**src/rtl/udma_eth_pkg.sv**
```systemverilog
// udma_eth_pkg: shared encodings, FSM states and defaults for the ethernet tx serializer
package udma_eth_pkg;
  localparam logic [1:0] TSIZE_1B = 2'h0;
  localparam logic [1:0] TSIZE_4B = 2'h3;
  localparam int MIN_FRAME_DEF = 60;
  typedef enum logic [1:0] {ST_IDLE, ST_SHIFT, ST_PAD} tx_state_e;
endpackage

```
**src/rtl/udma_eth_tx_serializer_if.sv**
```systemverilog
// udma_eth_tx_serializer_if: 32-bit word stream in, 8-bit byte stream out
// s_axis_*: words from the tx controller (tdata, tsize, tvalid, tuser, tlast in; tready out)
// m_axis_*: bytes toward the MAC (tdata, tvalid, tuser, tlast out; tready in)
// slave modport is the serializer side, master modport is the surrounding environment
interface udma_eth_tx_serializer_if;
  logic [31:0] s_axis_tdata_i;
  logic [1:0]  s_axis_tsize_i;
  logic        s_axis_tvalid_i;
  logic        s_axis_tuser_i;
  logic        s_axis_tlast_i;
  logic        s_axis_tready_o;
  logic [7:0]  m_axis_tdata_o;
  logic        m_axis_tvalid_o;
  logic        m_axis_tuser_o;
  logic        m_axis_tlast_o;
  logic        m_axis_tready_i;
  modport slave (
    input  s_axis_tdata_i, s_axis_tsize_i, s_axis_tvalid_i, s_axis_tuser_i, s_axis_tlast_i, m_axis_tready_i,
    output s_axis_tready_o, m_axis_tdata_o, m_axis_tvalid_o, m_axis_tuser_o, m_axis_tlast_o
  );
  modport master (
    output s_axis_tdata_i, s_axis_tsize_i, s_axis_tvalid_i, s_axis_tuser_i, s_axis_tlast_i, m_axis_tready_i,
    input  s_axis_tready_o, m_axis_tdata_o, m_axis_tvalid_o, m_axis_tuser_o, m_axis_tlast_o
  );
endinterface

```
**src/rtl/udma_eth_tx_serializer.sv**
```systemverilog
// udma_eth_tx_serializer: splits 32-bit words into MAC bytes, pads short frames, reports length/errors
// clk_i, rstn_i   : clock, asynchronous active-low reset
// bus             : word input stream and byte output stream (slave modport)
// frame_done_o    : one-cycle pulse after the last byte of a frame is accepted
// frame_len_o     : byte count of the last completed frame, padding included
// err_o           : one-cycle pulse on a misplaced tuser / missing tuser
module udma_eth_tx_serializer
  import udma_eth_pkg::*;
#(
  parameter int MIN_FRAME = MIN_FRAME_DEF,
  parameter bit PAD_EN    = 1'b1
) (
  input  logic                   clk_i,
  input  logic                   rstn_i,
  udma_eth_tx_serializer_if.slave bus,
  output logic                   frame_done_o,
  output logic [15:0]            frame_len_o,
  output logic                   err_o
);
  tx_state_e   r_state, w_next;
  logic [31:0] r_data;
  logic [1:0]  r_tsize, r_idx;
  logic        r_tuser, r_tlast, r_open;
  logic [15:0] r_cnt, w_cnt_inc;
  logic        w_shift, w_pad_st, w_end_byte, w_pad, w_mhs, w_end, w_acc, w_start, w_fin;
  assign w_shift    = r_state == ST_SHIFT;
  assign w_pad_st   = r_state == ST_PAD;
  assign w_end_byte = w_shift && r_idx == r_tsize;
  // count as it will be once the byte on the bus is accepted, saturating
  assign w_cnt_inc  = (r_cnt == 16'hFFFF) ? r_cnt : r_cnt + 16'd1;
  assign w_pad      = PAD_EN && int'(w_cnt_inc) < MIN_FRAME;
  assign bus.m_axis_tvalid_o = r_state != ST_IDLE;
  assign bus.m_axis_tdata_o  = w_shift ? r_data[{r_idx, 3'b000} +: 8] : 8'h00;
  assign bus.m_axis_tuser_o  = w_shift && r_tuser && r_idx == 2'd0;
  // PAD is only entered with padding enabled, so !w_pad there means the final pad byte
  assign bus.m_axis_tlast_o  = ((w_end_byte && r_tlast) || w_pad_st) && !w_pad;
  assign w_mhs   = bus.m_axis_tvalid_o && bus.m_axis_tready_i;
  assign w_end   = w_mhs && w_end_byte;
  // refill in the same cycle the last byte of a non-final word leaves: no bubble between words
  assign bus.s_axis_tready_o = r_state == ST_IDLE || (w_end && !r_tlast);
  assign w_acc   = bus.s_axis_tvalid_i && bus.s_axis_tready_o;
  assign w_start = w_acc && (bus.s_axis_tuser_i || !r_open);
  assign w_fin   = w_mhs && bus.m_axis_tlast_o;
  always_comb begin
    w_next = r_state;
    case (r_state)
      ST_IDLE:  w_next = w_acc ? ST_SHIFT : ST_IDLE;
      ST_SHIFT: w_next = !w_end ? ST_SHIFT : r_tlast ? (w_pad ? ST_PAD : ST_IDLE) : (w_acc ? ST_SHIFT : ST_IDLE);
      ST_PAD:   w_next = w_fin ? ST_IDLE : ST_PAD;
      default:  w_next = ST_IDLE;
    endcase
  end
  always_ff @(posedge clk_i or negedge rstn_i) begin
    if (!rstn_i) begin
      r_state      <= ST_IDLE;
      r_data       <= '0;
      r_tsize      <= '0;
      r_tuser      <= 1'b0;
      r_tlast      <= 1'b0;
      r_idx        <= '0;
      r_cnt        <= '0;
      r_open       <= 1'b0;
      frame_done_o <= 1'b0;
      frame_len_o  <= '0;
      err_o        <= 1'b0;
    end else begin
      r_state <= w_next;
      if (w_acc) begin
        r_data  <= bus.s_axis_tdata_i;
        r_tsize <= bus.s_axis_tsize_i;
        r_tuser <= bus.s_axis_tuser_i;
        r_tlast <= bus.s_axis_tlast_i;
      end
      r_idx        <= w_acc ? 2'd0 : (w_mhs && w_shift) ? r_idx + 2'd1 : r_idx;
      r_cnt        <= w_start ? 16'd0 : w_mhs ? w_cnt_inc : r_cnt;
      r_open       <= w_acc ? 1'b1 : w_fin ? 1'b0 : r_open;
      frame_done_o <= w_fin;
      frame_len_o  <= w_fin ? w_cnt_inc : frame_len_o;
      // tuser while open, or no tuser while closed
      err_o        <= w_acc && (bus.s_axis_tuser_i == r_open);
    end
  end
endmodule

```
**src/flat_wrapper.sv**
```systemverilog
// flat-port wrapper written by rule: the top's interface ports become plain ports
module udma_eth_tx_serializer_flat import udma_eth_pkg::*;
#(
  parameter int MIN_FRAME = MIN_FRAME_DEF,
  parameter bit PAD_EN    = 1'b1
)
  (clk_i, rstn_i, frame_done_o, frame_len_o, err_o, bus_s_axis_tdata_i, bus_s_axis_tsize_i, bus_s_axis_tvalid_i, bus_s_axis_tuser_i, bus_s_axis_tlast_i, bus_m_axis_tready_i, bus_s_axis_tready_o, bus_m_axis_tdata_o, bus_m_axis_tvalid_o, bus_m_axis_tuser_o, bus_m_axis_tlast_o);
  udma_eth_tx_serializer_if bus_i ();
  input  logic clk_i;
  input  logic rstn_i;
  output logic frame_done_o;
  output logic [15:0] frame_len_o;
  output logic err_o;
  input wire logic [$bits(bus_i.s_axis_tdata_i)-1:0] bus_s_axis_tdata_i;
  input wire logic [$bits(bus_i.s_axis_tsize_i)-1:0] bus_s_axis_tsize_i;
  input wire logic [$bits(bus_i.s_axis_tvalid_i)-1:0] bus_s_axis_tvalid_i;
  input wire logic [$bits(bus_i.s_axis_tuser_i)-1:0] bus_s_axis_tuser_i;
  input wire logic [$bits(bus_i.s_axis_tlast_i)-1:0] bus_s_axis_tlast_i;
  input wire logic [$bits(bus_i.m_axis_tready_i)-1:0] bus_m_axis_tready_i;
  output wire logic [$bits(bus_i.s_axis_tready_o)-1:0] bus_s_axis_tready_o;
  output wire logic [$bits(bus_i.m_axis_tdata_o)-1:0] bus_m_axis_tdata_o;
  output wire logic [$bits(bus_i.m_axis_tvalid_o)-1:0] bus_m_axis_tvalid_o;
  output wire logic [$bits(bus_i.m_axis_tuser_o)-1:0] bus_m_axis_tuser_o;
  output wire logic [$bits(bus_i.m_axis_tlast_o)-1:0] bus_m_axis_tlast_o;
  assign bus_i.s_axis_tdata_i = bus_s_axis_tdata_i;
  assign bus_i.s_axis_tsize_i = bus_s_axis_tsize_i;
  assign bus_i.s_axis_tvalid_i = bus_s_axis_tvalid_i;
  assign bus_i.s_axis_tuser_i = bus_s_axis_tuser_i;
  assign bus_i.s_axis_tlast_i = bus_s_axis_tlast_i;
  assign bus_i.m_axis_tready_i = bus_m_axis_tready_i;
  assign bus_s_axis_tready_o = bus_i.s_axis_tready_o;
  assign bus_m_axis_tdata_o = bus_i.m_axis_tdata_o;
  assign bus_m_axis_tvalid_o = bus_i.m_axis_tvalid_o;
  assign bus_m_axis_tuser_o = bus_i.m_axis_tuser_o;
  assign bus_m_axis_tlast_o = bus_i.m_axis_tlast_o;
  udma_eth_tx_serializer #(.MIN_FRAME(MIN_FRAME), .PAD_EN(PAD_EN)) u_core (.clk_i(clk_i), .rstn_i(rstn_i), .bus(bus_i), .frame_done_o(frame_done_o), .frame_len_o(frame_len_o), .err_o(err_o));
endmodule
```
**config.mk**
```make
export PLATFORM = sky130hd
export DESIGN_NAME = udma_eth_tx_serializer_flat
export DESIGN_NICKNAME = d
export VERILOG_FILES = /design/src/rtl/udma_eth_pkg.sv /design/src/rtl/udma_eth_tx_serializer_if.sv /design/src/rtl/udma_eth_tx_serializer.sv /design/src/flat_wrapper.sv
export SDC_FILE = /design/constraint.sdc
export NUM_CORES = 1
export LEC_CHECK = 0
export BUFFER_PORTS_ARGS = -buffer_cell sky130_fd_sc_hd__buf_2
export CAP_MARGIN = 5
export CORE_ASPECT_RATIO = 0.5
export CORE_MARGIN = 5
export CORE_UTILIZATION = 25
export CTS_BUF_LIST = sky130_fd_sc_hd__clkbuf_2 sky130_fd_sc_hd__clkbuf_4 sky130_fd_sc_hd__clkbuf_8
export DETAILED_ROUTE_END_ITERATION = 16
export HOLD_SLACK_MARGIN = 0.02
export MAX_ROUTING_LAYER = met4
export PLACE_DENSITY = 0.47
export RECOVER_POWER = 25
export SLEW_MARGIN = 20
export SYNTH_ARGS = -nofsm -noshare
export SYNTH_HDL_FRONTEND = slang
export SYNTH_SLANG_ARGS = --single-unit
```
**constraint.sdc**
```tcl
create_clock -name clk_i -period 5 [get_ports clk_i]
set_input_delay 0.25 -clock clk_i [delete_from_list [all_inputs] [get_ports clk_i]]
set_output_delay 0.25 -clock clk_i [all_outputs]
set_load 0.01 [all_outputs]
```
Word-level counts from Yosys, hierarchy flattened
Index checks and enable logic that the tools add are counted.
{ "word_totals": {"word_cells": 59, "reg_bits": 75} }
{ "op_classes": {"n_lt_le_gt_ge": 1, "n_eq_ne": 5, "n_shift": 1, "n_addsub": 2, "n_reduce_logical": 25, "muxes": 14} }
{ "op_table": {"columns": ["op", "count"], "rows": [
  ["$mux W16", 3],
  ["$shiftx A32 B6 Y8", 1],
  ["$add A16 B1 Y16 const B", 1],
  ["$eq A16 B16 Y1 const B", 1],
  ["$lt A16 B6 Y1 const B", 1],
  ["$logic_and A1 B1 Y1", 13],
  ["$mux W2", 6],
  ["$mux W8", 1],
  ["$reduce_bool A2 Y1", 4],
  ["$pmux W2 S3", 1],
  ["$logic_not A2 Y1", 2],
  ["$logic_not A1 Y1", 3],
  ["$logic_or A1 B1 Y1", 3],
  ["$mux W1", 3],
  ["$add A2 B1 Y2 const B", 1],
  ["$eq A2 B1 Y1 const B", 1],
  ["$eq A2 B2 Y1", 1],
  ["$eq A2 B2 Y1 const B", 1],
  ["$eq A1 B1 Y1", 1]
]} }

Logic depth before layout (Yosys ltp)
Gate-level depths: netlist of the first run.
{ "depth": {"depth_word": 10, "depth_mapped": 9, "ltp_nobuf": 7} }

Least setup slack after synthesis of the first run
OpenSTA, ideal clock, no wires.
{ "synth_path": {"path_type": "register to register", "from": "register u_core.r_cnt[0]", "to": "register u_core.frame_len_o[0]", "setup_slack_ps": 2157, "path_stages_with_launch": 10, "arrival_time_ps": 2717, "path_buffers": 2, "path_cell_list": "dfrtp_1 > ha_1 > clkbuf_1 > nand2_1 > nor3_1 > mux2_2 > nor4_1 > a31oi_4 > buf_12 > mux2_4"} }
{ "synth_via": {"elab_chain_len": 6} }
{ "synth_lines": {"columns": ["element", "line", "source"], "rows": [
  ["from (decl)", "udma_eth_tx_serializer.sv:24", "logic [15:0] r_cnt, w_cnt_inc;"],
  ["from (signal assigned)", "udma_eth_tx_serializer.sv:75", "r_cnt <= w_start ? 16'd0 : w_mhs ? w_cnt_inc : r_cnt;"],
  ["$add A16 B1 Y16 or $eq A16 B16 Y1 (tied branches)", "udma_eth_tx_serializer.sv:30", "assign w_cnt_inc = (r_cnt == 16'hFFFF) ? r_cnt : r_cnt + 16'd1;"],
  ["$mux W16 *", "udma_eth_tx_serializer.sv:30", null],
  ["$lt A16 B6 Y1 *", "udma_eth_tx_serializer.sv:31", "assign w_pad = PAD_EN && int'(w_cnt_inc) < MIN_FRAME;"],
  ["$logic_not A1 Y1 *", "udma_eth_tx_serializer.sv:36", "assign bus.m_axis_tlast_o = ((w_end_byte && r_tlast) || w_pad_st) && !w_pad;"],
  ["$logic_and A1 B1 Y1 *", "udma_eth_tx_serializer.sv:36", null],
  ["$logic_and A1 B1 Y1 *", "udma_eth_tx_serializer.sv:43", "assign w_fin = w_mhs && bus.m_axis_tlast_o;"],
  ["net u_core.w_fin", "udma_eth_tx_serializer.sv:25", "logic w_shift, w_pad_st, w_end_byte, w_pad, w_mhs, w_end, w_acc, w_start, w_fin;"],
  ["to (signal assigned)", "udma_eth_tx_serializer.sv:78", "frame_len_o <= w_fin ? w_cnt_inc : frame_len_o;"],
  ["to (decl)", "udma_eth_tx_serializer.sv:17", "output logic [15:0] frame_len_o,"]
]} }
The timed path passes the listed nets; every way through them passes the cells marked *.
A chain may end at the register's enable or synchronous reset.

Worst setup path in the final report of the first run
{ "layout_path": {"from": "register u_core.r_cnt[0]", "to": "output port bus_m_axis_tlast_o"} }
{ "layout_via": {"elab_chain_len": 5} }
{ "layout_lines": {"columns": ["element", "line", "source"], "rows": [
  ["$add A16 B1 Y16 or $eq A16 B16 Y1 (tied branches)", "udma_eth_tx_serializer.sv:30", null],
  ["$mux W16 *", "udma_eth_tx_serializer.sv:30", null],
  ["$lt A16 B6 Y1 *", "udma_eth_tx_serializer.sv:31", null],
  ["$logic_not A1 Y1 *", "udma_eth_tx_serializer.sv:36", null],
  ["$logic_and A1 B1 Y1 *", "udma_eth_tx_serializer.sv:36", null],
  ["to (decl)", "flat_wrapper.sv:24", "output wire logic [$bits(bus_i.m_axis_tlast_o)-1:0] bus_m_axis_tlast_o;"]
]} }
Mark *: on every way between the ends. The rest lies on a longest branch, timed or not.

==> summary.txt, run 1 <==
STA
  • Portion of the clock cycle consumed by the worst path in the final layout: 65.6%
  • Tightest slew margin relative to the limit: 38.4%
  • Final hold vios: 0
  • Final Worst Setup Slack: 1.72 ns
  • Timing-limited maximum frequency: 0.305 GHz
  • Transition time of the tightest slew-check pin: 0.922 ns
  • Final setup violation count: 0
  • Worst Skew: 0.0114 ns
  • Final critical path time including I/O delays and setup: 3.28 ns
  • Hold slack final: 0.107 ns
  • Final-report max-slew violation count: 0
  • Sum of negative setup slack: 0 ns
  • Setup repair after global routing missed its margin: no

Yosys
  • Async set or reset register ratio after synthesis: 100%
  • Yosys warns: 0
  • Fraction of post-synthesis cell area in the top cell type by area: 47.7%
  • Fraction of synthesized cell area in xor and xnor cells: 4.23%
  • Top cell type by total area after synthesis: sky130_fd_sc_hd__dfrtp_1
  • Number of library cell types mapped by synthesis: 47
  • Post-synthesis compound-gate area fraction: 6.05%
  • Cell with the most instances after synthesis: sky130_fd_sc_hd__dfrtp_1
  • Simple-gate share of the synthesized area: 14.7%
  • Post-synthesis adder-cell area fraction: 0.955%
  • Mux contribution to synthesized area: 22.4%
  • Number of standard cells after synthesis: 346
  • Proportion of synthesized chip area in sequential cells: 47.7%
  • Largest cells by area after synthesis: sky130_fd_sc_hd__dfrtp_1 (48%), sky130_fd_sc_hd__mux2_2 (13%), sky130_fd_sc_hd__mux4_2 (4.6%), sky130_fd_sc_hd__nor2_1 (3.5%), sky130_fd_sc_hd__xnor2_1 (3.1%)
  • Dominant register cell in the synthesized netlist: sky130_fd_sc_hd__dfrtp_1
  • Number of enable flip-flop cells after synthesis: 0
  • Combinational family with the most area after synthesis: multiplexers
  • Post-synthesis register bit count: 75
  • Synthesized Nets: 389
  • Post-Syn Area: 0.00393 mm2
  • Mean cell area of the mapped netlist: 11.4 um2
  • Ranking of synthesized cells by instance count: sky130_fd_sc_hd__dfrtp_1 (75), sky130_fd_sc_hd__mux2_2 (45), sky130_fd_sc_hd__nor2_1 (37)

Setup path
  • WP buf/inv: 1
  • Cell family contributing the most delay on the critical path: simple AND/OR/NAND/NOR gates
  • Worst endpoint data arrival time: 3.03 ns
  • Length in cells of the worst reg-to-reg path: 6
  • Slowest stage cell, crit path: sky130_fd_sc_hd__nor4_1
  • Crit Reg-Reg Endpoint: u_core.frame_len_o[4]
  • Cells along the critical path: ha_1 -> nand2_1 -> nor3_1 -> mux2_2 -> nor4_1 -> and3_2 -> nor2_1 -> buf_2
  • Reg-to-reg critical path startpoint: u_core.r_cnt[0]
  • Worst Path Class, Setup: reg -> out
  • Critical Path Max Stage Delay: 0.51 ns
  • Critical Path RT: 4.75 ns
  • Endpoint type of the worst setup path: primary output
  • Max FO, Critical Path: 9
  • Worst-case register-to-register setup slack: 1.92 ns
  • Critical Path Start Type: flop

Placement
  • Port Buffer Count: 69
  • Post-detailed-placement half-perimeter wirelength: 6430 um
  • GP Congestion: 0.811
  • Place WS: 1.94 ns
  • Count of placed standard cells including taps: 601

Global routing
  • Overflow left after global routing: 0
  • Number of global-route vias before repair: 2927
  • Antenna violations before repair: 0
  • Maximum number of pins on one net before global-route repair: 76
  • GR Util All Layers: 10.7%
  • First-pass GRT wire length: 15400 um

Detailed routing
  • Post-route ant nets: 0
  • Drt via density: 4.39
  • Routed WL: 9190 um
  • DRC viols: 0
  • DR WL/cell: 14.9 um
  • Vias: 2715
  • Violation count after the first detailed-routing iteration: 116
  • First-pass iteration count of the detailed router: 4

Layout
  • Layout Cells excl Fill: 618
  • Nets: 452
  • Area growth from synthesis to final layout: 18.5%
  • Fillcell total: 1597
  • Fraction of final layout cells sized beyond drive strength 1: 37.4%
  • Diode count: 0

Clocking
  • TritonCTS clock tree: done
  • Post-CTS Setup Bufs: 0
  • Htree depth: 3
  • CTS Buf Count: 9
  • Clock root buffer: sky130_fd_sc_hd__clkbuf_8
  • Clk_lat worst skew: 0.36 ns
  • Clk buf depth: 2
  • Clock sinks: 75
  • Worst-path clk slew: 0.09 ns

Min path
  • Sink of the worst hold path: u_core.r_data[20]
  • HP Start: bus_s_axis_tdata_i[20]
  • HP Class: in -> reg
  • Cells on Worst Hold Path: 2

Floorplanning
  • Starting density of the core: 25.5%
  • Floorplan die width: 187 um
  • Row cnt: 32
  • CORE AREA: 0.0154 mm2
  • Boundary Pins: 70
  • Area enclosed by the die boundary: 0.0185 mm2
  • Vertical extent of the die: 98.7 um

Outcome
  • Outcome: finished clean

Pwr
  • Leakage Power: 2.08 nW
  • Largest voltage drop on the vdd net: 0.239 mV
  • Post-route total power: 2.38 mW
  • Power density of the placed cells: 511 mW/mm2

Job
  • Number of maximum-capacitance violations: 0
layout by cell type, fill, tap and decap left out, types with 2 or more instances in the layout:
master,n
sky130_fd_sc_hd__or3_1,2
sky130_fd_sc_hd__and3_1,5
sky130_fd_sc_hd__ha_1,3
sky130_fd_sc_hd__dfrtp_1,75
sky130_fd_sc_hd__buf_2,68
sky130_fd_sc_hd__nand3_1,11
sky130_fd_sc_hd__nand4_1,4
sky130_fd_sc_hd__or4_1,3
sky130_fd_sc_hd__and2_1,8
sky130_fd_sc_hd__clkinv_4,2
sky130_fd_sc_hd__nand3_2,2
sky130_fd_sc_hd__nor2_1,37
sky130_fd_sc_hd__o21ai_0,7
sky130_fd_sc_hd__nor2b_1,4
sky130_fd_sc_hd__a21oi_1,13
sky130_fd_sc_hd__inv_1,10
sky130_fd_sc_hd__nand2b_1,3
sky130_fd_sc_hd__mux2i_1,9
sky130_fd_sc_hd__mux2_2,45
sky130_fd_sc_hd__inv_6,2
sky130_fd_sc_hd__xor2_1,5
sky130_fd_sc_hd__nor3_1,8
sky130_fd_sc_hd__xnor2_1,14
sky130_fd_sc_hd__mux4_2,8
sky130_fd_sc_hd__a22oi_1,2
sky130_fd_sc_hd__mux2_4,7
sky130_fd_sc_hd__nand2_1,21
sky130_fd_sc_hd__buf_4,2
sky130_fd_sc_hd__o21ai_1,2
sky130_fd_sc_hd__clkbuf_8,10
area by class of cell:
| cell class | count | area, um2 | area share, % |
|---|---|---|---|
| Sequential cell | 75 | 1880 | 40.3 |
| Timing Repair Buffer | 72 | 377 | 8.08 |
| Clock inverter | 6 | 72.6 | 1.56 |
| Inverter | 10 | 37.5 | 0.806 |
| Tap cell | 204 | 255 | 5.48 |
| Multi-Input combinational cell | 241 | 1900 | 40.8 |
| Clock buffer | 10 | 138 | 2.95 |
cell families (layout without fill, tap and decap cells):
family	count (synthesis)	in the layout
xor gates and xnor gates	19	19
and+or+nand+nor	114	114
muxes	69	69
adders and majority gates	3	3
buffers and inverters	30	98
AOI/OAI and AO/OA	36	36
DFF	75	75
report_power, final:
part | switching [mW] | total, mW | internal [mW]
clock network | 0.247 | 0.496 | 0.249
logic | 0.393 | 0.889 | 0.496
registers | 0.177 | 0.995 | 0.819
repair_timing:
action                                  in CTS  in global routing
endpoints found under the hold margin        0                 75
hold buffers                                 0                  1
resized for setup                            0                  0
endpoints found under the setup margin       0                  0
flip-flops by register name, summed over array words and instances, names as in the netlist:
| register | count |
|---|---|
| u_core.r_data | 32 |
| u_core.frame_len_o | 16 |
| u_core.r_cnt | 16 |
| u_core.r_idx | 2 |
| u_core.r_state | 2 |
| u_core.r_tsize | 2 |
| u_core.err_o | 1 |
| u_core.frame_done_o | 1 |
| u_core.r_open | 1 |
| u_core.r_tlast | 1 |
| u_core.r_tuser | 1 |
per-layer routing:
| layer | track usage [%] | wire (um) |
|---|---|---|
| met1 | 14.2 | 4580 |
| met2 | 15.6 | 4050 |
| met3 | 3.72 | 449 |
| met4 | 3.21 | 116 |
| met5 | - | 0 |
metrics by stage:
step | utilization (%) | instance area, um2
CTS | 30.1 | 4650
floorplan | - | 3930
global route | 30.2 | 4660
finish | 30.2 | 4660
global placement | 28.8 | 4440
detailed placement | 28.8 | 4440
worst max path at each step:
stage	start	to	slack, ns	depth (start not counted)
floorplan	u_core.r_cnt[0]	u_core.frame_len_o[0]	2.16	9
global route	u_core.r_cnt[0]	bus_m_axis_tlast_o	1.54	8
finish	u_core.r_cnt[0]	bus_m_axis_tlast_o	1.72	8
detailed placement	u_core.r_cnt[0]	u_core.frame_len_o[8]	1.94	6
global placement	u_core.r_cnt[2]	u_core.frame_len_o[14]	2.00	6
CTS	u_core.r_cnt[0]	bus_m_axis_tlast_o	1.73	8
Power figures use the tool's default switching activity.
==> run 2, diff against run 1 <==
==> constraint.sdc (replaced) <==
create_clock -name clk_i -period 3.15 [get_ports clk_i]
set_input_delay 0.1575 -clock clk_i [delete_from_list [all_inputs] [get_ports clk_i]]
set_output_delay 0.1575 -clock clk_i [all_outputs]
set_load 0.01 [all_outputs]
==> run 2 against run 1 <==
The flow now finishes with violations (max-capacitance violations, max-slew violations). Utilization increased by 2.1 points. Critical path depth stayed put. Setup slack got worse by 1.4 ns. Sequential power is 53% higher. Design area up 7.1%. First-iteration DRC count is 14% lower. Critical endpoint unchanged.
==> summary.txt, run 2 (same netlist as run 1, synthesis figures left out) <==
Layout
  • Registers with the highest flip-flop counts: u_core.r_data: 32 flops, u_core.frame_len_o: 16 flops, u_core.r_cnt: 16 flops
  • Layout Cells excl Fill: 650
  • Register with the most flip-flops: u_core.r_data
  • Nets: 485
  • Post-layout util: 32.4%
  • Number of flip-flops in the largest register: 32
  • Finished layout cell area: 0.00499 mm2
  • Storage element area: 0.00188 mm2
  • Fillcell total: 1577
  • Most common cell after layout, fill and taps aside: sky130_fd_sc_hd__dfrtp_1
  • Area growth from synthesis to final layout: 26.9%
  • Most frequent cells in the layout: sky130_fd_sc_hd__dfrtp_1 (75), sky130_fd_sc_hd__buf_2 (68), sky130_fd_sc_hd__mux2_2 (45)
  • Fraction of final layout cells sized beyond drive strength 1: 37.4%
  • Area of the multi-input gates: 0.00190 mm2
  • Diode count: 0

Clocking
  • Clk buf depth: 2
  • Clock sinks: 75
  • Clock root buffer: sky130_fd_sc_hd__clkbuf_8
  • Worst-path clk slew: 0.08 ns
  • Htree depth: 3
  • TritonCTS clock tree: done
  • Post-CTS Setup Bufs: 0
  • CTS Buf Count: 9
  • Clk_lat worst skew: 0.35 ns

Setup path
  • Critical Path RT: 2.99 ns
  • Critical Path Start Type: flop
  • Endpoint type of the worst setup path: primary output
  • Cell family contributing the most delay on the critical path: simple AND/OR/NAND/NOR gates
  • Length in cells of the worst reg-to-reg path: 8
  • Slowest stage cell, crit path: sky130_fd_sc_hd__or4_1
  • Count of cell instances traversed by the critical path: 8
  • Critical Path Max Stage Delay: 0.65 ns
  • Worst Path Class, Setup: reg -> out
  • WP buf/inv: 2
  • Worst endpoint data arrival time: 2.71 ns
  • Max FO, Critical Path: 8
  • Cells along the critical path: nand4_4 -> or4_1 -> mux2i_1 -> nor4_1 -> buf_4 -> and3_2 -> nor2_1 -> buf_2

Detailed routing
  • Post-route ant nets: 0
  • DRC viols: 0
  • Violation count after the first detailed-routing iteration: 100
  • Routed WL: 9370 um
  • DR WL/cell: 14.4 um
  • Vias: 2884
  • First-pass iteration count of the detailed router: 4
  • Drt via density: 4.44

Outcome
  • Outcome: complete, but fails checks
  • Failing checks: max-capacitance violations, max-slew violations

Global routing
  • Antenna violations before repair: 0
  • GR Util All Layers: 10.9%
  • First-pass GRT wire length: 15700 um
  • Maximum number of pins on one net before global-route repair: 76
  • Overflow left after global routing: 0
  • Number of global-route vias before repair: 2977

Placement
  • Port Buffer Count: 69
  • Post-detailed-placement half-perimeter wirelength: 6700 um
  • Place WS: 0.469 ns
  • Post-Place Cell Area: 0.00453 mm2
  • GP Congestion: 0.841
  • Count of placed standard cells including taps: 614

Pwr
  • Largest voltage drop on the vdd net: 0.430 mV
  • Leakage Power: 2.25 nW
  • Power density of the placed cells: 801 mW/mm2

STA
  • Sum of negative setup slack: 0 ns
  • Portion of the clock cycle consumed by the worst path in the final layout: 91.1%
  • Transition time of the tightest slew-check pin: 1.87 ns
  • Worst Skew: 0.0101 ns
  • Final Worst Setup Slack: 0.280 ns
  • Final setup violation count: 0
  • Final hold vios: 0
  • Timing-limited maximum frequency: 0.348 GHz
  • Setup repair after global routing missed its margin: no
  • Tightest slew margin relative to the limit: -24.8%
  • Final-report max-slew violation count: 76
  • Final critical path time including I/O delays and setup: 2.87 ns

Job
  • Number of maximum-capacitance violations: 1

Floorplanning
  • Vertical extent of the die: 98.7 um
  • Starting density of the core: 25.5%
  • Floorplan die width: 187 um
  • Area enclosed by the die boundary: 0.0185 mm2
  • Boundary Pins: 70
  • CORE AREA: 0.0154 mm2
  • Row cnt: 32

Min path
  • HP Class: in -> reg
  • Cells on Worst Hold Path: 2
## run 2: worst reg2reg max path, cell delays in order (launching register included)
cell and delay, ns:
sky130_fd_sc_hd__dfrtp_1 0.53, sky130_fd_sc_hd__nand4_4 0.19, sky130_fd_sc_hd__or4_1 0.65, sky130_fd_sc_hd__mux2i_1 0.17, sky130_fd_sc_hd__nor4_1 0.27, sky130_fd_sc_hd__buf_4 0.17
sky130_fd_sc_hd__a31oi_4 0.08, sky130_fd_sc_hd__buf_4 0.21, sky130_fd_sc_hd__mux2_4 0.31
## run 2: per-layer routing
metal | global-route usage [%] | share of wire (%) | vias up
li1 | - | - | 1410
met1 | 13.9 | 47 | 1395
met2 | 17.1 | 47 | 70
met3 | 3.40 | 5.1 | 9
met4 | 2.54 | 0.78 | 0
met5 | - | 0 | -
## run 2: timing repair
item,in CTS,in global routing
gates resized for setup,0,0
hold endpoints to repair,87,0
hold buffers,21,0
endpoints found under the setup margin,0,0
## run 2: report_power, final
group          switching, mW  total (mW)  internal, mW
combinational          0.695        1.55         0.856
clock                  0.361       0.926         0.565
sequential             0.220        1.52          1.30
## run 2: worst paths after layout
kind / start / to / slack [ns]
max: u_core.r_cnt[3] / bus_m_axis_tlast_o / 0.28
min: bus_s_axis_tdata_i[11] / u_core.r_data[11] / 0.04
max reg2reg: u_core.r_cnt[3] / u_core.frame_len_o[0] / 0.46
min reg2reg: u_core.r_tuser / u_core.r_tuser / 0.48
max in group asynchronous: rstn_i / u_core.r_data[14] / 1.17
min in group asynchronous: rstn_i / u_core.frame_len_o[0] / 0.87
## run 2: metrics by stage
step	hold WS (ns)	power [mW]
floorplan	-0.138	2.60
global placement	0.390	3.09
detailed placement	0.393	3.11
CTS	0.0210	4.08
global route	0.0202	4.30
finish	0.0404	4.00
## run 2: layout make-up
class | count | area share [%]
clock buffers | 11 | 3.03
repair buffers | 105 | 13.4
clock inverters | 4 | 1.96
multi-input cells | 241 | 38.1
flip-flops and latches | 75 | 37.6
inverters | 10 | 0.752
well taps | 204 | 5.12
==> run 3, diff against run 2 <==
--- a/config.mk
+++ b/config.mk
@@ -15,7 +15,7 @@
 export HOLD_SLACK_MARGIN = 0.02
 export MAX_ROUTING_LAYER = met4
 export PLACE_DENSITY = 0.47
-export RECOVER_POWER = 25
+export SETUP_SLACK_MARGIN = 0.3
 export SLEW_MARGIN = 20
 export SYNTH_ARGS = -nofsm -noshare
 export SYNTH_HDL_FRONTEND = slang
==> run 3 against run 2 <==
The run now ends clean. Design area grew 0.58%. Global-route usage is the same. Clock power hardly changed. Sequential power hardly changed. Worst hold slack worse by 0.0021 ns. Largest cell class unchanged. Utilization is 0.19 points higher. Critical endpoint unchanged.
==> summary.txt, run 3 (same netlist as run 1, synthesis figures left out) <==
Outcome
  • Outcome: finished clean

STA
  • Final setup violation count: 0
  • Sum of negative setup slack: 0 ns
  • Final-report max-slew violation count: 0
  • Portion of the clock cycle consumed by the worst path in the final layout: 86.7%
  • Final hold vios: 0
  • Worst Skew: 0.0113 ns
  • Transition time of the tightest slew-check pin: 0.705 ns
  • Setup repair after global routing missed its margin: no
  • Tightest slew margin relative to the limit: 52.7%
  • Timing-limited maximum frequency: 0.366 GHz
  • Final critical path time including I/O delays and setup: 2.73 ns

Setup path
  • Reg-to-reg critical path startpoint: u_core.r_cnt[3]
  • Worst-case register-to-register setup slack: 0.60 ns
  • Worst endpoint data arrival time: 2.58 ns
  • Worst Path Class, Setup: reg -> out
  • Critical Path Start Type: flop
  • Endpoint type of the worst setup path: primary output
  • Critical Path RT: 2.99 ns
  • Max FO, Critical Path: 8
  • Crit Reg-Reg Endpoint: u_core.frame_len_o[0]
  • Length in cells of the worst reg-to-reg path: 8

Min path
  • HP Start: bus_s_axis_tdata_i[11]
  • Cells on Worst Hold Path: 2
  • HP Class: in -> reg
  • Sink of the worst hold path: u_core.r_data[11]

Detailed routing
  • DRC viols: 0
  • Routed WL: 9380 um
  • DR WL/cell: 14.4 um
  • First-pass iteration count of the detailed router: 4
  • Vias: 2879
  • Violation count after the first detailed-routing iteration: 102
  • Post-route ant nets: 0
  • Drt via density: 4.43

Layout
  • Diode count: 0
  • Fillcell total: 1580
  • Register with the most flip-flops: u_core.r_data
  • Area growth from synthesis to final layout: 27.6%
  • Number of flip-flops in the largest register: 32
  • Nets: 485
  • Most frequent cells in the layout: sky130_fd_sc_hd__buf_2 (68), sky130_fd_sc_hd__dfrtp_1 (68), sky130_fd_sc_hd__mux2_2 (45)
  • Registers with the highest flip-flop counts: u_core.r_data: 32 flops, u_core.frame_len_o: 16 flops, u_core.r_cnt: 16 flops
  • Fraction of final layout cells sized beyond drive strength 1: 39.7%

Floorplanning
  • Floorplan die width: 187 um
  • Row cnt: 32
  • Starting density of the core: 25.5%
  • Boundary Pins: 70
  • CORE AREA: 0.0154 mm2
  • Area enclosed by the die boundary: 0.0185 mm2
  • Vertical extent of the die: 98.7 um

Global routing
  • Maximum number of pins on one net before global-route repair: 76
  • GR Util All Layers: 10.9%
  • Overflow left after global routing: 0
  • Number of global-route vias before repair: 2977
  • Antenna violations before repair: 0
  • First-pass GRT wire length: 15700 um

Clocking
  • Clock root buffer: sky130_fd_sc_hd__clkbuf_8
  • Clk_lat worst skew: 0.35 ns
  • Worst-path clk slew: 0.08 ns
  • CTS Buf Count: 9
  • Htree depth: 3
  • Clk buf depth: 2
  • Clock sinks: 75
  • TritonCTS clock tree: done

Pwr
  • Largest voltage drop on the vdd net: 0.430 mV
  • Power density of the placed cells: 799 mW/mm2
  • Post-route total power: 4.01 mW
  • Leakage Power: 2.24 nW

Job
  • Number of maximum-capacitance violations: 0

Placement
  • Port Buffer Count: 69
  • Post-detailed-placement half-perimeter wirelength: 6700 um
  • GP Congestion: 0.841
run 3: cell types whose count changed in the layout (fill, tap and decap cells not counted), sizes merged:
cell	delta
clkbuf	-1
buf	+1
run 3: area by class of cell:
| class | count | area, um2 | share of cell area (%) |
|---|---|---|---|
| clock inverters | 4 | 97.6 | 1.94 |
| multi-input cells | 241 | 1920 | 38.2 |
| repair buffers | 105 | 674 | 13.4 |
| clock buffers | 11 | 151 | 3.02 |
| well taps | 204 | 255 | 5.09 |
| inverters | 10 | 37.5 | 0.748 |
| flip-flops and latches | 75 | 1890 | 37.6 |
run 3: report_power, final:
group          switching [mW]  internal, mW
clock network           0.363         0.565
registers               0.221          1.31
logic                   0.694         0.857
run 3: stage by stage:
stage               instances  instance area [um2]  setup WS [ns]  hold slack, ns  utilization [%]
floorplan                 346                 3930          0.307          -0.138                -
global placement          614                 4530          0.491           0.390             29.4
detailed placement        614                 4530          0.469           0.393             29.4
CTS                       650                 5000          0.304          0.0210             32.4
global route              650                 5020          0.304          0.0202             32.6
finish                    650                 5020          0.417          0.0384             32.6
run 3: layer usage:
layer / GRT usage (%) / vias to the layer above / wire length (um)
li1: - / 1410 / -
met1: 13.9 / 1382 / 4390
met2: 17.1 / 76 / 4410
met3: 3.40 / 11 / 490
met4: 2.54 / 0 / 87
met5: - / - / 0
run 3: worst max-delay path by stage:
stage / start / end / slack (ns)
floorplan: u_core.r_cnt[0] / u_core.frame_len_o[0] / 0.31
detailed placement: u_core.r_cnt[3] / u_core.frame_len_o[0] / 0.47
CTS: u_core.r_cnt[6] / bus_m_axis_tlast_o / 0.30
global route: u_core.r_cnt[0] / bus_m_axis_tlast_o / 0.30
global placement: u_core.r_cnt[3] / u_core.frame_len_o[3] / 0.49
finish: u_core.r_cnt[3] / bus_m_axis_tlast_o / 0.42
run 3: timing repair:
item	CTS	global route
gates resized for setup	5	6
endpoints found under the hold margin	87	0
hold buffers	21	0
setup buffers	0	0
setup endpoints to repair	1	1
run 3: critical path, stage by stage (launching register included):
cell and delay, ns:
sky130_fd_sc_hd__dfrtp_2 0.47, sky130_fd_sc_hd__nand4_4 0.17, sky130_fd_sc_hd__or4_4 0.61, sky130_fd_sc_hd__mux2i_1 0.15, sky130_fd_sc_hd__nor4_1 0.27, sky130_fd_sc_hd__buf_4 0.17, sky130_fd_sc_hd__and3_2 0.19, sky130_fd_sc_hd__nor2_1 0.05
sky130_fd_sc_hd__buf_2 0.14
